**config.mk**
```make
export PLATFORM = sky130hd
export DESIGN_NAME = demux1to10_32bit_reg_flat
export DESIGN_NICKNAME = d
export VERILOG_FILES = /design/src/rtl/demux1to10_32bit_reg_if.sv /design/src/rtl/demux1to10_32bit_reg.sv /design/src/flat_wrapper.sv
export SDC_FILE = /design/constraint.sdc
export NUM_CORES = 1
export LEC_CHECK = 0
export ABC_AREA = 1
export BUFFER_PORTS_ARGS = -buffer_cell sky130_fd_sc_hd__buf_2
export CAP_MARGIN = 5
export CORE_MARGIN = 2
export CORE_UTILIZATION = 47
export DETAILED_ROUTE_END_ITERATION = 8
export MAX_ROUTING_LAYER = met4
export PLACE_DENSITY = 0.81
export SYNTH_ARGS = -nofsm -noshare
export SYNTH_HDL_FRONTEND = slang
export SYNTH_SLANG_ARGS = --single-unit
```
**constraint.sdc**
```tcl
create_clock -name clk -period 2 [get_ports clk]
set_clock_uncertainty 0.2 [all_clocks]
set_input_delay 0.2 -clock clk [delete_from_list [all_inputs] [get_ports clk]]
set_output_delay 0.2 -clock clk [all_outputs]
set_load 0.02 [all_outputs]
```
**src/rtl/demux1to10_32bit_reg_if.sv**
```systemverilog
// Handshake bundle for the registered 1:10 word distributor.
// Producer side drives in_*, destination side drives out_ready.
interface demux1to10_32bit_reg_if #(
    parameter int DW    = 32,
    parameter int NPORT = 10,
    parameter int SELW  = 4
) ();
    logic             in_valid;
    logic             in_ready;
    logic [DW-1:0]    in_data;
    logic [SELW-1:0]  in_sel;
    logic [DW-1:0]    out_data;
    logic [NPORT-1:0] out_valid;
    logic [NPORT-1:0] out_ready;

    modport master (
        output in_valid, in_data, in_sel, out_ready,
        input  in_ready, out_data, out_valid
    );

    modport slave (
        input  in_valid, in_data, in_sel, out_ready,
        output in_ready, out_data, out_valid
    );
endinterface

```
**src/rtl/demux1to10_32bit_reg.sv**
```systemverilog
// Registered 1-to-NPORT distributor with a one-entry output register.
// Out-of-range selects are dropped and counted in a saturating counter.
module demux1to10_32bit_reg #(
    parameter int DW    = 32,
    parameter int NPORT = 10,
    parameter int SELW  = 4,
    parameter int CNTW  = 8
) (
    input  logic                  clk,
    input  logic                  rst_n,
    demux1to10_32bit_reg_if.slave bus,
    output logic                  drop_pulse,
    output logic [CNTW-1:0]       drop_cnt,
    input  logic                  drop_clr
);

    typedef enum logic {
        EMPTY = 1'b0,
        FULL  = 1'b1
    } state_t;

    state_t           state_q, state_d;
    logic [DW-1:0]    data_q, data_d;
    logic [NPORT-1:0] vld_q, vld_d;
    logic             drop_q, drop_d;
    logic [CNTW-1:0]  cnt_q, cnt_d;

    logic             drain;
    logic             rdy;
    logic             accept;
    logic             legal;
    logic [NPORT-1:0] dec;

    // Extra MSB keeps the compare valid even when 2**SELW == NPORT.
    assign legal  = {1'b0, bus.in_sel} < (SELW+1)'(NPORT);
    assign dec    = NPORT'(1) << bus.in_sel;
    assign drain  = (state_q == FULL) && |(vld_q & bus.out_ready);
    assign rdy    = (state_q == EMPTY) || drain;
    assign accept = bus.in_valid && rdy;

    always_comb begin
        state_d = state_q;
        data_d  = data_q;
        vld_d   = vld_q;
        drop_d  = 1'b0;
        unique case (1'b1)
            accept && legal: begin
                state_d = FULL;
                data_d  = bus.in_data;
                vld_d   = dec;
            end
            accept && !legal: begin
                state_d = EMPTY;
                vld_d   = '0;
                drop_d  = 1'b1;
            end
            !accept && drain: begin
                state_d = EMPTY;
                vld_d   = '0;
            end
            default: ;
        endcase
    end

    // Clear wins over a same-cycle drop.
    always_comb begin
        cnt_d = cnt_q;
        unique case (1'b1)
            drop_clr:
                cnt_d = '0;
            !drop_clr && drop_d && (cnt_q != '1):
                cnt_d = cnt_q + 1'b1;
            default: ;
        endcase
    end

    always_ff @(posedge clk or negedge rst_n) begin
        if (!rst_n) begin
            state_q <= EMPTY;
            data_q  <= '0;
            vld_q   <= '0;
            drop_q  <= 1'b0;
            cnt_q   <= '0;
        end else begin
            state_q <= state_d;
            data_q  <= data_d;
            vld_q   <= vld_d;
            drop_q  <= drop_d;
            cnt_q   <= cnt_d;
        end
    end

    assign bus.in_ready  = rdy;
    assign bus.out_data  = data_q;
    assign bus.out_valid = vld_q;
    assign drop_pulse    = drop_q;
    assign drop_cnt      = cnt_q;

endmodule
```
**src/flat_wrapper.sv**
```systemverilog
// flat-port wrapper written by rule: the top's interface ports become plain ports
module demux1to10_32bit_reg_flat 
#(
    parameter int DW    = 32,
    parameter int NPORT = 10,
    parameter int SELW  = 4,
    parameter int CNTW  = 8
)
  (clk, rst_n, drop_pulse, drop_cnt, drop_clr, bus_in_valid, bus_in_data, bus_in_sel, bus_out_ready, bus_in_ready, bus_out_data, bus_out_valid);
  demux1to10_32bit_reg_if #(.DW(DW), .NPORT(NPORT), .SELW(SELW)) bus_i ();
  input  logic clk;
  input  logic rst_n;
  output logic drop_pulse;
  output logic [CNTW-1:0] drop_cnt;
  input  logic drop_clr;
  input wire logic [$bits(bus_i.in_valid)-1:0] bus_in_valid;
  input wire logic [$bits(bus_i.in_data)-1:0] bus_in_data;
  input wire logic [$bits(bus_i.in_sel)-1:0] bus_in_sel;
  input wire logic [$bits(bus_i.out_ready)-1:0] bus_out_ready;
  output wire logic [$bits(bus_i.in_ready)-1:0] bus_in_ready;
  output wire logic [$bits(bus_i.out_data)-1:0] bus_out_data;
  output wire logic [$bits(bus_i.out_valid)-1:0] bus_out_valid;
  assign bus_i.in_valid = bus_in_valid;
  assign bus_i.in_data = bus_in_data;
  assign bus_i.in_sel = bus_in_sel;
  assign bus_i.out_ready = bus_out_ready;
  assign bus_in_ready = bus_i.in_ready;
  assign bus_out_data = bus_i.out_data;
  assign bus_out_valid = bus_i.out_valid;
  demux1to10_32bit_reg #(.DW(DW), .NPORT(NPORT), .SELW(SELW), .CNTW(CNTW)) u_core (.clk(clk), .rst_n(rst_n), .bus(bus_i), .drop_pulse(drop_pulse), .drop_cnt(drop_cnt), .drop_clr(drop_clr));
endmodule
```
======== After elaboration in Yosys (flattened, before gate mapping) ========
Index checks and enable logic that the tools add are counted.
W data, S select, Z words.
cells by class
  eq/ne operators ......................... 1
  reduce and logical (&&, ||, !) cells .... 15
  shift-type cells ........................ 1
  muxes and demuxes ....................... 4
  magnitude comparators ................... 1
  $add $sub $neg .......................... 1
  bitwise gates (word level) .............. 2
operators with widths
  cell                    count
  $pmux W10 S2            1
  $pmux W8 S2             1
  $and A10 B10 Y10        1
  $reduce_or A10 Y1       1
  $shl A1 B4 Y10 const A  1
  $add A8 B1 Y8 const B   1
  $ne A8 B8 Y1 const B    1
  $logic_and A1 B1 Y1     7
  $lt A4 B4 Y1 const B    1
  $reduce_bool A2 Y1      2
  $logic_not A1 Y1        3
  $pmux W1 S2             1
  $reduce_or A2 Y1        1
  $logic_or A1 B1 Y1      1
  $mux W1                 1
  $not A1 Y1              1
storage, ports and cells
  register bits ........................... 52
  logic and storage cells ................. 30
  input bits .............................. 50
  output and inout port bits .............. 52

======== Logic depth before layout (Yosys ltp) ========
Gate-level depths: netlist (run 1).
  depth after elaboration ................. 10
  depth in mapped cells ................... 10
  mapped depth without buffers ............ 9

======== Worst setup path after synthesis (run 1) ========
Ideal clock, no wire load.
  kind .................................... register -> register
  start ................................... register u_core.cnt_q[0] (netlist: u_core.drop_cnt[0])
  end ..................................... register u_core.cnt_q[0] (netlist: u_core.drop_cnt[0])
  data required time ...................... 1.680 ns
  setup slack ............................. 0.259 ns
  buffers on the path ..................... 0
  clock period less this slack ............ 1.741 ns
  library setup time ...................... 0.120 ns
  arrival time ............................ 1.421 ns
  stages on the path, launching flop included .. 8
  cell sequence ........................... dfrtp_1 > ha_1 > nand2_1 > nor2_1 > a21oi_1 > nand4_1 > nand3_1 > nand2_1
on the way
  longest elaborated chain between the ends .. 3
  elaborated cells between the ends (all ways) .. 5
  classes of those cells .................. add/sub (1); eq/ne (1); mux (1); reduce/logical (2)
RTL lines
  element                                                RTL line                    text
  start: declaration                                     demux1to10_32bit_reg.sv:26  logic [CNTW-1:0] cnt_q, cnt_d;
  start signal: assignment                               demux1to10_32bit_reg.sv:89  cnt_q <= cnt_d;
  branches (longest 3 deep; another with $add A8 B1 Y8)  --
Several ways; the timed one is not identified.
A chain may end at the register's enable or synchronous reset.

======== Worst setup path after layout (run 1) ========
  start ................................... input port bus_in_sel[1]
  end ..................................... register u_core.cnt_q[2] (netlist: u_core.drop_cnt[2])
on the way
  longest elaborated chain between the ends .. 7
  elaborated cells between the ends (all ways) .. 8
  classes of those cells .................. order compare (1); mux (2); reduce/logical (5)
RTL lines
  element                                            RTL line                    text
  start: declaration                                 flat_wrapper.sv:18          input wire logic [$bits(bus_i.in_sel)-1:0] bus_in_sel;
  $lt A4 B4 Y1 *                                     demux1to10_32bit_reg.sv:35  assign legal = {1'b0, bus.in_sel} < (SELW+1)'(NPORT);
  $logic_not A1 Y1 *                                 demux1to10_32bit_reg.sv:52  accept && !legal: begin
  $logic_and A1 B1 Y1 *                              demux1to10_32bit_reg.sv:52
  $mux W1 *                                          demux1to10_32bit_reg.sv:46  unique case (1'b1)
  $logic_and A1 B1 Y1 * (2 in a row)                 demux1to10_32bit_reg.sv:71  !drop_clr && drop_d && (cnt_q != '1):
  $pmux W8 S2 or $reduce_bool A2 Y1 (tied branches)  --
Every way passes the cells marked *; elsewhere a longest branch is shown, timed or not.

==> results_dict.tcl, run 1 <==
set metrics [dict create \
    status "finished clean" \
    grt_setup_unrepaired "false" \
    start_kind "input pin" \
    drt_iter0_drc 101 \
    clk_pin_slew_worst_paths_ps 90 \
    core_um2 4790 \
    ys_async_sr_fraction_pct 100 \
    path_cells "dlygate4sd3_1, buf_2, inv_1, a21oi_4, nand3_1, nor2_4, nand2_1, nand2_1" \
    syn-instance-count 273 \
    die_width_um 74.7 \
    fp.dieArea_um2 5580 \
    global_route_usage_over_all_layers_pct 22.0 \
    io_pins 102 \
    report.final.slew_viol_count 0 \
    gp_congestion 0.893 \
    die_height_um 74.7 \
    final_cells 480 \
    residual_drc 0 \
    maximum_number_of_pins_on_one_net_before_global_route_repair 53 \
    cpMaxStageDelayCell "dlygate4sd3_1" \
    arrival_ps 1820 \
    cp.depth 8 \
    critPathMostFrequentCell "nand2_1" \
    critical_path.endpoint "u_core.drop_cnt[2]" \
    worstRegToRegCells 8 \
    power.density_nw_per_um2 1190 \
    drtAntennaViolNets 0 \
    worstPathMaxFanout 8 \
    antenna_found_initial 0 \
    globalRouteOverflowTotal 0 \
    area_delta_synth_final_pct 43.3 \
    numClockSinks 52 \
    multi_input_comb_area_um2 923 \
    ff_latch_area_um2 1300 \
    layout.cells.most_common_list "nand2_1 (137), buf_2 (101), dfrtp_1 (52)" \
    routedWlPerCell_um 12.3 \
    final_layout_size_suffix_gt1_share_pct 32.2 \
    rrSetupSlack_ps 230 \
    timing.rr.end "u_core.drop_cnt[3]" \
    worst-path-buf-inv 3 \
    port_buffers 101 \
    dominantRegCellSynth "dfrtp_1" \
    synth-edff-count 0 \
    p_leak_nw 1.95 \
    starting_density_of_the_core_pct 49.1 \
    worstSetupPathType "in2reg" \
    tritoncts_clock_tree "done" \
    relSlewSlack_pct 58.2 \
    max-clock-path-buffers 2 \
    vias_per_cell 4.60 \
    final.period_utilization_pct 88.7 \
    synth_cell_types 24 \
    cts_htree_levels 2 \
    ys_warn_count 0 \
    placement_rows 25 \
    worst_slew_pin_slew_ps 627 \
    nNetsFinal 463 \
    setup_viol_count_final 0 \
    first_global_vias 2083 \
    final_common_cell "nand2_1" \
    hold_viol 0 \
    worst_path_largest_cell_delay_ps 520 \
    antenna_cells_inserted 0 \
    power.ir.vdd_worst_uv 762 \
    place_hpwl_mm 3.72 \
    vias 2206 \
    timing.critical_path.from "bus_in_sel[1]" \
    post_synth.cell_area_avg_um2 8.60 \
    yosys_register_bits 52 \
    tritoncts.num_buffers 5 \
    totalNegativeSetupSlack_ps 0 \
    clk_latency_ps 300 \
    crit_path_end_kind "register" \
    cap_viol_max_count 0 \
    root_buffer "clkbuf_8" \
    wp_data_required_ps 2050 \
    filler_cell_count 386 \
    cpLargestDelayFamily "buffers and inverters" \
    ys_seq_area_share_pct 55.4 \
    timing.fmax_mhz 564 \
    grt_pass1_wl_mm 9.01 \
    post_cts_resized 0 \
    firstDrtPassIters 4 \
    final_power_mw 3.99 \
    wl_mm 5.90 \
    syn-cell-area_um2 2350 \
    synthesis.nets 324 \
    timing.rr.start "u_core.drop_cnt[0]" \
    place_inst 436 \
    final_period_minus_worst_setup_slack_ps 1770 \
    hp-class "in2reg" \
]
timing repair:
item | 4_1_cts | 5_1_grt
buffers inserted | 0 | 1
hold endpoints to repair | 85 | 0
hold buffers | 34 | 0
setup endpoints to repair | 0 | 8
metal layers:
layer  vias to the layer above  GRT usage, %  routed length [µm]
met3                        16          4.42                 355
met5                         -             -                   0
met1                       997          26.1                2450
met2                        79          36.3                2930
met4                         0          10.3                 157
li1                       1114             -                   -
cell type report:
cell class / instances / area share [%]
clock buffers: 6 / 2.45
clock inverters: 2 / 1.15
inverters: 18 / 2.23
multi-input cells: 198 / 27.4
flip-flops and latches: 52 / 38.7
well taps: 67 / 2.49
repair buffers: 137 / 25.6
stage by stage:
stage / setup slack [ps] / instance area, µm² / utilization [%] / hold slack [ps]
6_report: 227 / 3370 / 70.3 / 7.76
5_1_grt: 121 / 3370 / 70.3 / 15.4
4_1_cts: 126 / 3350 / 69.9 / 5.03
3_5_place_dp: 148 / 2890 / 60.3 / 153
3_3_place_gp: 140 / 2890 / 60.3 / 144
2_1_floorplan: 259 / 2350 / - / -296
how the worst min path moves through the flow:
stage	startpoint	depth (start not counted)	endpoint	slack [ps]
final	bus_in_sel[2]	4	u_core.bus.out_valid[8]	8
after detailed placement	rst_n	2	u_core.drop_cnt[1]	150
after global placement	rst_n	2	u_core.drop_cnt[1]	140
after floorplan	rst_n	0	u_core.bus.out_data[0]	-300
after global routing	bus_in_sel[0]	3	u_core.bus.out_valid[7]	20
after CTS	bus_in_sel[2]	4	u_core.bus.out_valid[0]	5
Yosys cell counts (2+ instances only):
cell type  instances  area (µm²)
nand3_1           13        65.1
nand4_1            3        18.8
xnor2_1            2        17.5
nand2_1          137         514
nor2_2             3        18.8
dfrtp_1           52        1300
nor2_1             7        26.3
o21ai_0            9        45.0
xor2_1             4        35.0
inv_1             17        63.8
nand2_2           10        62.6
buf_4              3        22.5
buf_6              2        22.5
tightest hold or removal path: stages:
cell     delay (ps)
buf_2           100
nor2_1           50
nand3_1          80
nand2_1          50
where the power goes:
| group | leakage, nW | switching, mW | internal, mW |
|---|---|---|---|
| clock | 0.0614 | 0.343 | 0.409 |
| combinational | 1.22 | 1.08 | 0.550 |
| sequential | 0.673 | 0.216 | 1.39 |
state kept, by name, summed over array words and instances, names as in the netlist:
signal                flops
u_core.bus.out_data      32
u_core.bus.out_valid     10
u_core.drop_cnt           8
u_core.state_q            1
u_core.drop_pulse         1
cell families (layout without fill, tap and decap cells):
kind of cell | Yosys count | in the layout | share of synthesized area, %
AND/OR/NAND/NOR | 178 | 179 | 32.9
XOR/XNOR | 6 | 6 | 2.24
buffers and inverters | 24 | 163 | 5.75
adder cells (fa/ha/maj) | 1 | 1 | 0.533
flip-flops | 52 | 52 | 55.4
AO/OA/AOI/OAI | 12 | 12 | 3.20
Power figures use the tool's default switching activity.
==> run 2: changes to the inputs <==
--- a/config.mk
+++ b/config.mk
@@ -6,13 +6,14 @@
 export NUM_CORES = 1
 export LEC_CHECK = 0
 export ABC_AREA = 1
-export BUFFER_PORTS_ARGS = -buffer_cell sky130_fd_sc_hd__buf_2
 export CAP_MARGIN = 5
 export CORE_MARGIN = 2
-export CORE_UTILIZATION = 47
+export CORE_UTILIZATION = 62
 export DETAILED_ROUTE_END_ITERATION = 8
+export DONT_BUFFER_PORTS = 1
 export MAX_ROUTING_LAYER = met4
-export PLACE_DENSITY = 0.81
+export PLACE_DENSITY = 0.8
+export RECOVER_POWER = 50
 export SYNTH_ARGS = -nofsm -noshare
 export SYNTH_HDL_FRONTEND = slang
 export SYNTH_SLANG_ARGS = --single-unit
==> run 2 against run 1 <==
Core utilization rose by 11 points. Hold slack gained 8.6 ps. Via count down 9.7%. Register-to-register slack worse by 60 ps. Flip-flop and latch count unchanged. Cell area fell by 11%. Worst setup slack lost 59 ps. Count of clock-buffer cells in the layout fell by 1. Clock power shrank 21%. Cell count shrank 20%. Global-route usage rose by 6.2 points. Critical path depth shrank 1. Critical endpoint is now u_core.bus.out_data[1]. Highest routed layer unchanged.
==> results_dict.tcl, run 2 (same netlist as run 1, synthesis figures left out) <==
set metrics [dict create \
    clk_pin_slew_worst_paths_ps 90 \
    arrival_ps 1820 \
    report.final.slew_viol_count 0 \
    tritoncts.num_buffers 5 \
    final_power_mw 3.54 \
    root_buffer "clkbuf_8" \
    post_dp_cell_area_um2 2480 \
    setup_viol_count_final 0 \
    antenna_found_initial 0 \
    power.share.switching_pct 44.1 \
    maximum_number_of_pins_on_one_net_before_global_route_repair 53 \
    first_global_vias 1962 \
    core_um2 3660 \
    worstPathMaxFanout 33 \
    max-clock-path-buffers 2 \
    share_comb_of_total_power_pct 25.7 \
    relSlewSlack_pct 17.8 \
    final.period_utilization_pct 91.6 \
    vias_per_cell 5.21 \
    cts_htree_levels 2 \
    power.density_nw_per_um2 1190 \
    clk_latency_ps 290 \
    global_route_usage_over_all_layers_pct 28.2 \
    io_pins 102 \
    residual_drc 0 \
    finish.utilization_pct 81.5 \
    firstDrtPassIters 4 \
    post_cts_resized 0 \
    cpMaxStageDelayCell "dlygate4sd3_1" \
    seq_power_share_pct 57.4 \
    crit_path_end_kind "register" \
    wp_data_required_ps 1990 \
    drtAntennaViolNets 0 \
    globalRouteOverflowTotal 0 \
    gp_congestion 0.886 \
    grt_setup_unrepaired "false" \
    port_buffers 0 \
    cap_viol_max_count 0 \
    final_layout_size_suffix_gt1_share_pct 14.1 \
    timing.fmax_mhz 546 \
    final_common_cell "nand2_1" \
    power.ir.vdd_worst_uv 834 \
    fin_area_um2 2980 \
    wl_mm 5.52 \
    switchingPower_mw 1.56 \
    place_hpwl_mm 3.43 \
    area_delta_synth_final_pct 27.0 \
    worst_path_largest_cell_delay_ps 590 \
    grt_pass1_wl_mm 8.84 \
    cell_internal_pwr_mw 1.98 \
    totalNegativeSetupSlack_ps 0 \
    antenna_cells_inserted 0 \
    p_leak_nw 1.61 \
    rrSetupSlack_ps 170 \
    numClockSinks 52 \
    starting_density_of_the_core_pct 64.1 \
    clockPowerShare_pct 16.8 \
    cpLargestDelayFamily "buffers and inverters" \
    worstSetupPathType "in2reg" \
    path_cells "dlygate4sd3_1, inv_1, a21oi_4, nor2_8, inv_8, nand2_1, nand2_1" \
    tritoncts_clock_tree "done" \
    worst-path-buf-inv 3 \
    nNetsFinal 384 \
    layout.cells.most_common_list "nand2_1 (137), dfrtp_1 (52), dlygate4sd3_1 (41)" \
    die_height_um 65.5 \
    drt_iter0_drc 252 \
    die_width_um 65.5 \
    routedWlPerCell_um 14.4 \
    fp.dieArea_um2 4300 \
    worst_slew_pin_slew_ps 1230 \
    final_period_minus_worst_setup_slack_ps 1830 \
    vias 1991 \
    critPathMostFrequentCell "nand2_1" \
    status "finished clean" \
    placement_rows 22 \
    hold_viol 0 \
    hp-class "in2reg" \
    start_kind "input pin" \
    largest_reg_flops 32 \
]
run 2: what timing repair did:
action	in CTS	in global routing
buffers inserted	0	0
hold buffers	42	0
endpoints found under the setup margin	0	0
endpoints found under the hold margin	102	0
run 2: path summary, 6_finish.rpt:
path	startpoint	endpoint	cells past startpoint
setup / recovery	bus_in_sel[1]	u_core.bus.out_data[1]	7
hold / removal	drop_clr	u_core.drop_cnt[3]	5
setup reg to reg	u_core.drop_cnt[0]	u_core.drop_cnt[6]	7
hold reg to reg	u_core.drop_cnt[1]	u_core.drop_cnt[1]	3
max in group asynchronous	rst_n	u_core.bus.out_data[9]	2
min in group asynchronous	rst_n	u_core.drop_cnt[7]	2
run 2: area by class of cell:
type,instances,area (µm²)
multi-input combinational,197,912
fill,230,678
clock buffer,5,68.8
sequential,52,1300
tap,48,60.1
inverter,18,75.1
clock inverter,3,22.5
timing repair buffer,59,543
run 2: per-layer routing:
layer | track usage (%) | up-vias | routed length, µm
li1 | - | 956 | -
met5 | - | - | 0
met2 | 49.7 | 92 | 2990
met4 | 9.11 | 0 | 37
met1 | 32.1 | 939 | 2060
met3 | 5.99 | 4 | 436
run 2: worst min-delay path: cells and delay by family:
family	cells	cell delay [ps]
simple gates	3	160
buf+inv	1	90
compound gates	1	30
run 2: metrics by stage:
stage,hold slack [ps],std cells,setup WS [ps]
floorplan,-296,273,259
global placement,-295,332,287
detailed placement,-295,332,200
CTS,4.74,382,183
global route,31.6,382,17.8
finish,16.4,382,167
run 2: power groups by stage:
| stage | clock network, mW | logic [mW] | registers, mW |
|---|---|---|---|
| floorplan | 0 | 0.635 | 2.02 |
| global placement | 0 | 0.769 | 2.04 |
| detailed placement | 0 | 0.813 | 2.04 |
| CTS | 0.613 | 0.905 | 2.03 |
| global route | 0.660 | 1.03 | 2.07 |
| finish | 0.596 | 0.910 | 2.03 |
